$ cat src/rtl/mimosa_pkg.sv
// Shared constants for the creature-state schedulers: indicator encoding and
// default energy datapath sizing.
package mimosa_pkg;

  localparam int DEF_WIDTH = 8;
  localparam int DEF_STEP  = 4;

  typedef enum logic [1:0] {
    IND_LOW  = 2'd0,
    IND_MED  = 2'd1,
    IND_HIGH = 2'd2,
    IND_FULL = 2'd3
  } energy_ind_e;

endpackage

$ cat src/rtl/energy_scheduler_rr_arbiter.sv
// Combinational round-robin picker: first pending index at or above ptr,
// wrapping modulo N. Shared by the energy/stress/hunger schedulers.
module rr_arbiter #(
  parameter int N = 4,
  localparam int PW = (N > 1) ? $clog2(N) : 1
) (
  input  logic [N-1:0]  pending,
  input  logic [PW-1:0] ptr,
  output logic [N-1:0]  winner,
  output logic          valid
);

  logic [PW-1:0] idx;

  always_comb begin
    winner = '0;
    valid  = 1'b0;
    idx    = '0;
    for (int k = 0; k < N; k++) begin
      idx = PW'((32'(ptr) + 32'(k)) % 32'(N));
      if (!valid && pending[idx]) begin
        winner[idx] = 1'b1;
        valid       = 1'b1;
      end
    end
  end

endmodule

$ cat src/rtl/energy_scheduler.sv
// Tick-paced arbiter applying saturating inc/dec steps to the shared energy level.
// Define ENERGY_SCHED_PRIO_EN to give requester 0 (sleep controller) absolute priority.
module energy_scheduler
  import mimosa_pkg::*;
#(
  parameter int N_REQ      = 4,
  parameter int WIDTH      = DEF_WIDTH,
  parameter int STEP       = DEF_STEP,
  parameter int TICK_DIV   = 16,
  parameter int LEVEL_INIT = 128
) (
  input  logic             clk,
  input  logic             rst_n,
  input  logic [N_REQ-1:0] req_inc,
  input  logic [N_REQ-1:0] req_dec,
  output logic [N_REQ-1:0] grant,
  output logic [WIDTH-1:0] level,
  output logic [1:0]       energy_indicator,
  output logic             sat_hit
);

  localparam int PW = (N_REQ > 1) ? $clog2(N_REQ) : 1;
  localparam int DW = $clog2(TICK_DIV);
  localparam logic [WIDTH-1:0] LVL_MAX = '1;
  localparam logic [WIDTH-1:0] LVL_RST = WIDTH'(LEVEL_INIT);

  logic [DW-1:0]    div_cnt_q, div_cnt_d;
  logic [PW-1:0]    rr_ptr_q, rr_ptr_d;
  logic [WIDTH-1:0] level_q, level_d;
  energy_ind_e      ind_q, ind_d;
  logic [N_REQ-1:0] grant_q, grant_d;
  logic             sat_q, sat_d;

  logic             slot;
  logic [N_REQ-1:0] pending, rr_pending, rr_winner, win_oh;
  logic             rr_valid, prio_win, win_vld;
  logic [PW-1:0]    win_idx;
  logic             sel_inc, sel_dec;
  logic [WIDTH:0]   sum, diff;

  assign pending = req_inc | req_dec;

`ifdef ENERGY_SCHED_PRIO_EN
  // Requester 0 bypasses the ring; the ring only sees 1..N_REQ-1.
  assign prio_win   = pending[0];
  assign rr_pending = pending & ~N_REQ'(1);
`else
  assign prio_win   = 1'b0;
  assign rr_pending = pending;
`endif

  rr_arbiter #(.N(N_REQ)) u_arb (
    .pending (rr_pending),
    .ptr     (rr_ptr_q),
    .winner  (rr_winner),
    .valid   (rr_valid)
  );

  always_comb begin
    slot      = (div_cnt_q == DW'(TICK_DIV - 1));
    div_cnt_d = slot ? '0 : div_cnt_q + 1'b1;

    win_oh  = prio_win ? N_REQ'(1) : rr_winner;
    win_vld = prio_win | rr_valid;
    win_idx = '0;
    for (int i = 0; i < N_REQ; i++)
      if (win_oh[i]) win_idx = PW'(i);

    sel_inc = |(win_oh & req_inc);
    sel_dec = |(win_oh & req_dec);
    sum     = {1'b0, level_q} + (WIDTH+1)'(STEP);
    diff    = {1'b0, level_q} - (WIDTH+1)'(STEP);

    rr_ptr_d = rr_ptr_q;
    level_d  = level_q;
    grant_d  = '0;
    sat_d    = 1'b0;

    if (slot && win_vld) begin
      grant_d = win_oh;
      if (!prio_win)
        rr_ptr_d = (win_idx == PW'(N_REQ - 1)) ? '0 : win_idx + 1'b1;
      // Carry out / borrow at WIDTH+1 bits means the step was clipped.
      if (sel_inc && !sel_dec) begin
        level_d = sum[WIDTH] ? LVL_MAX : sum[WIDTH-1:0];
        sat_d   = sum[WIDTH];
      end else if (sel_dec && !sel_inc) begin
        level_d = diff[WIDTH] ? '0 : diff[WIDTH-1:0];
        sat_d   = diff[WIDTH];
      end
    end

    ind_d = energy_ind_e'(level_d[WIDTH-1:WIDTH-2]);
  end

  always_ff @(posedge clk or negedge rst_n) begin
    if (!rst_n) begin
      div_cnt_q <= '0;
      rr_ptr_q  <= '0;
      level_q   <= LVL_RST;
      ind_q     <= energy_ind_e'(LVL_RST[WIDTH-1:WIDTH-2]);
      grant_q   <= '0;
      sat_q     <= 1'b0;
    end else begin
      div_cnt_q <= div_cnt_d;
      rr_ptr_q  <= rr_ptr_d;
      level_q   <= level_d;
      ind_q     <= ind_d;
      grant_q   <= grant_d;
      sat_q     <= sat_d;
    end
  end

  assign grant            = grant_q;
  assign level            = level_q;
  assign energy_indicator = ind_q;
  assign sat_hit          = sat_q;

endmodule

$ cat config.mk
export PLATFORM = sky130hd
export DESIGN_NAME = energy_scheduler
export DESIGN_NICKNAME = d
export VERILOG_FILES = /design/src/rtl/mimosa_pkg.sv /design/src/rtl/energy_scheduler_rr_arbiter.sv /design/src/rtl/energy_scheduler.sv
export SDC_FILE = /design/constraint.sdc
export NUM_CORES = 1
export LEC_CHECK = 0
export CORE_ASPECT_RATIO = 1.2
export CORE_MARGIN = 4
export CORE_UTILIZATION = 53
export CTS_CLUSTER_DIAMETER = 150
export DETAILED_ROUTE_END_ITERATION = 8
export PLACE_DENSITY_LB_ADDON = 0.2
export REMOVE_ABC_BUFFERS = 1
export SYNTH_ARGS = -nofsm -noshare
export SYNTH_HDL_FRONTEND = slang
export SYNTH_SLANG_ARGS = --single-unit
$ cat constraint.sdc
create_clock -name clk -period 4.3 [get_ports clk]
set_input_delay 0.86 -clock clk [delete_from_list [all_inputs] [get_ports clk]]
set_output_delay 0.86 -clock clk [all_outputs]
set_load 0.02 [all_outputs]
==> results.yml <==
die:
  core_um2: 2603
  start_util: 0.5659
  num_rows: 20
  io_pins: 25
  die_height_um: 65.75
  die_w_um: 56.12
  dieArea_um2: 3690
critical_path:
  critPathKind: "in2reg"
  critPathCaptureType: "flop"
  r2r_cells: 14
  worstSetupStartpointType: "input port"
  worstPathRequired_ps: 4530
  cp_max_fo: 22
  worst_ep_arrival_time_ps: 4340
logic_synthesis:
  synth.most_common_cell: "nor2_1"
  synth_flop_cell: "dfrtp_1"
  ys_warn_count: 0
  yosys.area_share.simple: 0.2251
  synthArstFlopShare: 1.000
  synth_xor_area_frac: 0.005947
  synth-edff-count: 0
  synth_top_cell_by_area: "dfrtp_1"
  synth-compound-area-share: 0.2379
  synth_seq_area_share: 0.3237
  syn_avg_cell_area_um2: 8.273
  ys_ff_latch: 19
  synthAdderAreaFrac: 0.1105
  synthTopCellsByCount: "22 x nor2_1, 18 x dfrtp_1, 14 x inv_1, 14 x nand2_1, 13 x ha_1"
  synth_area_leaders: "dfrtp_1 31%, ha_1 11%, nor2_1 5.6%"
  synth.distinct_cells: 37
  synth_top_area_share: 0.3059
  synthMuxAreaShare: 0.03738
  synth_top_family_by_area: "compound AO/OA/AOI/OAI gates"
  syn-cell-area_um2: 1473
  syn-instance-count: 178
timing:
  finalCritPeriodShare: 0.9565
  rsz0062_at_grt: "no"
  setup_viol: 0
  worstMarginPinSlew_ps: 832.8
  period_needed_ps: 4113
  slew_viol_final: 0
  final.setup_skew_ps: 2.027
  report.final.hold_viol_count: 0
  fmax_ghz: 0.2431
  slew_headroom: 0.4431
power_and_ir_drop:
  power_density_nw_per_um2: 588.6
  p_leak_uw: 0.0007606
  total_power_uw: 1044
  irDropWorstVdd_mv: 0.3691
global_routing:
  grt_pass1_vias: 1460
  grt_pass1_wl_um: 6292
  antenna_found_initial: 0
  track_usage: 0.2127
  grt-ovfl-total: 0
  grt_start_max_net_pins: 23
drt:
  avgViaCountPerCell: 6.381
  drtIter0Drc: 65
  vias: 1506
  drc: 0
  drt_wl_total_um: 3692
  post_drt_wl_per_cell_um: 15.64
  drtAntennaViolNets: 0
  drt_first_pass_iters: 4
clock_tree:
  clock_path_buffers: 2
  cts_made_buffers: 3
  h-tree-depth: 1
  cts_tree: "done"
  hold_buffers: 0
  clkTransAtPathRegs_ps: 110
  clock_latency_ps: 300
  cts.repair.resized: 0
  post_cts_buffers: 0
  clkSinkCount: 19
  clockRootBuffer: "clkbuf_4"
min_path:
  worstHoldPathType: "reg2reg"
  hold-path-cell-count: 1
place:
  port_buffers: 24
  gp_congestion: 0.9103
  dp_hpwl_um: 2865
  placed_area_um2: 1745
cells_and_area:
  nets: 227
  layout-drive-gt1-share: 0.06897
  fin_area_um2: 1773
  final_util: 0.6813
  n_fill_cell: 223
  n_antenna_cell: 0
  area_delta_synth_final_pct: 20.39
flow_run:
  maxCapViolations: 0
run_status:
  outcome: "finished clean"
-- final timing paths --
check | startpoint | to | slack (ps)
worst max-delay path | req_dec[2] | level[5]$_DFFE_PN0P_ | 190
worst min-delay path | div_cnt_q[0]$_DFF_PN0_ | div_cnt_q[0]$_DFF_PN0_ | 500
worst max register to register | rr_ptr_q[0]$_DFFE_PN0P_ | level[5]$_DFFE_PN0P_ | 410
worst min register to register | div_cnt_q[0]$_DFF_PN0_ | div_cnt_q[0]$_DFF_PN0_ | 500
max in group asynchronous | rst_n | level[0]$_DFFE_PN0P_ | 2760
min in group asynchronous | rst_n | level[3]$_DFFE_PN0P_ | 1030
-- cell type report --
type                    count  area [µm²]  area share
clock buffers               3       22.52     0.01270
clock inverters             1       5.005    0.002823
inverters                  15       56.30     0.03176
multi-input cells         138       908.4      0.5124
flip-flops and latches     19       476.7      0.2689
well taps                  33       41.29     0.02329
repair buffers             27       262.8      0.1482
-- flip-flops by register name (all words and copies together), names as in the netlist --
name,count
rr_ptr_q,2
energy_indicator,2
level,6
div_cnt_q,4
grant,4
sat_hit,1
-- where the power goes --
group          total, µW  internal, µW  switching (µW)
Combinational        665           283             381
Clock               90.5          34.7            55.8
Sequential           288           214            74.7
Total               1040           532             512
-- logic make-up (layout without fill, tap and decap cells) --
group,Yosys count,after routing
AND/OR/NAND/NOR,70,70
adder cells (fa/ha/maj),13,13
AO/OA/AOI/OAI,51,51
multiplexers,3,3
flip-flops,19,19
XOR/XNOR,1,1
buffers and inverters,21,46
-- cell usage in the layout (no fill, tap or decap), types with 3 or more instances in the layout --
master / count
o211ai_1: 4
inv_1: 14
nand2_1: 14
a31oi_1: 5
ha_1: 13
clkbuf_4: 3
a21oi_1: 11
o21ai_0: 10
dfrtp_1: 18
buf_4: 3
or2_1: 3
clkdlybuf4s50_1: 24
nand3_1: 9
nor3_1: 4
nand4_1: 6
a221o_1: 4
o22ai_1: 5
and3_1: 5
nor2_1: 22
-- routing by layer --
metal,global-route usage,vias to the layer above,wire [µm]
met5,0,-,0
met4,0.1128,0,88
met3,0.02947,10,171
met2,0.4050,60,1939
met1,0.2236,729,1492
li1,-,707,-
-- per-stage QoR --
stage | hold WS [ps] | setup slack, ps | cells | TNS, ps
floorplan | 449.5 | 774.8 | 172 | 0
global placement | 463.7 | 45.22 | 232 | 0
detailed placement | 485.3 | -42.71 | 232 | -74.55
CTS | 501.0 | 296.0 | 236 | 0
global route | 535.2 | 7.243 | 236 | 0
finish | 500.3 | 187.1 | 236 | 0
-- critical path, cell delays in order --
cell and delay (ps):
clkdlybuf4s50_1 490, or2_1 290, mux4_2 520, nand2_1 110, o211ai_1 100, a221oi_2 320, o22ai_1 170, a221oi_1 240
ha_1 630, o21ai_0 230, o31ai_1 130, a21oi_1 100, a31oi_1 140
(Power assumes the default switching activity.)
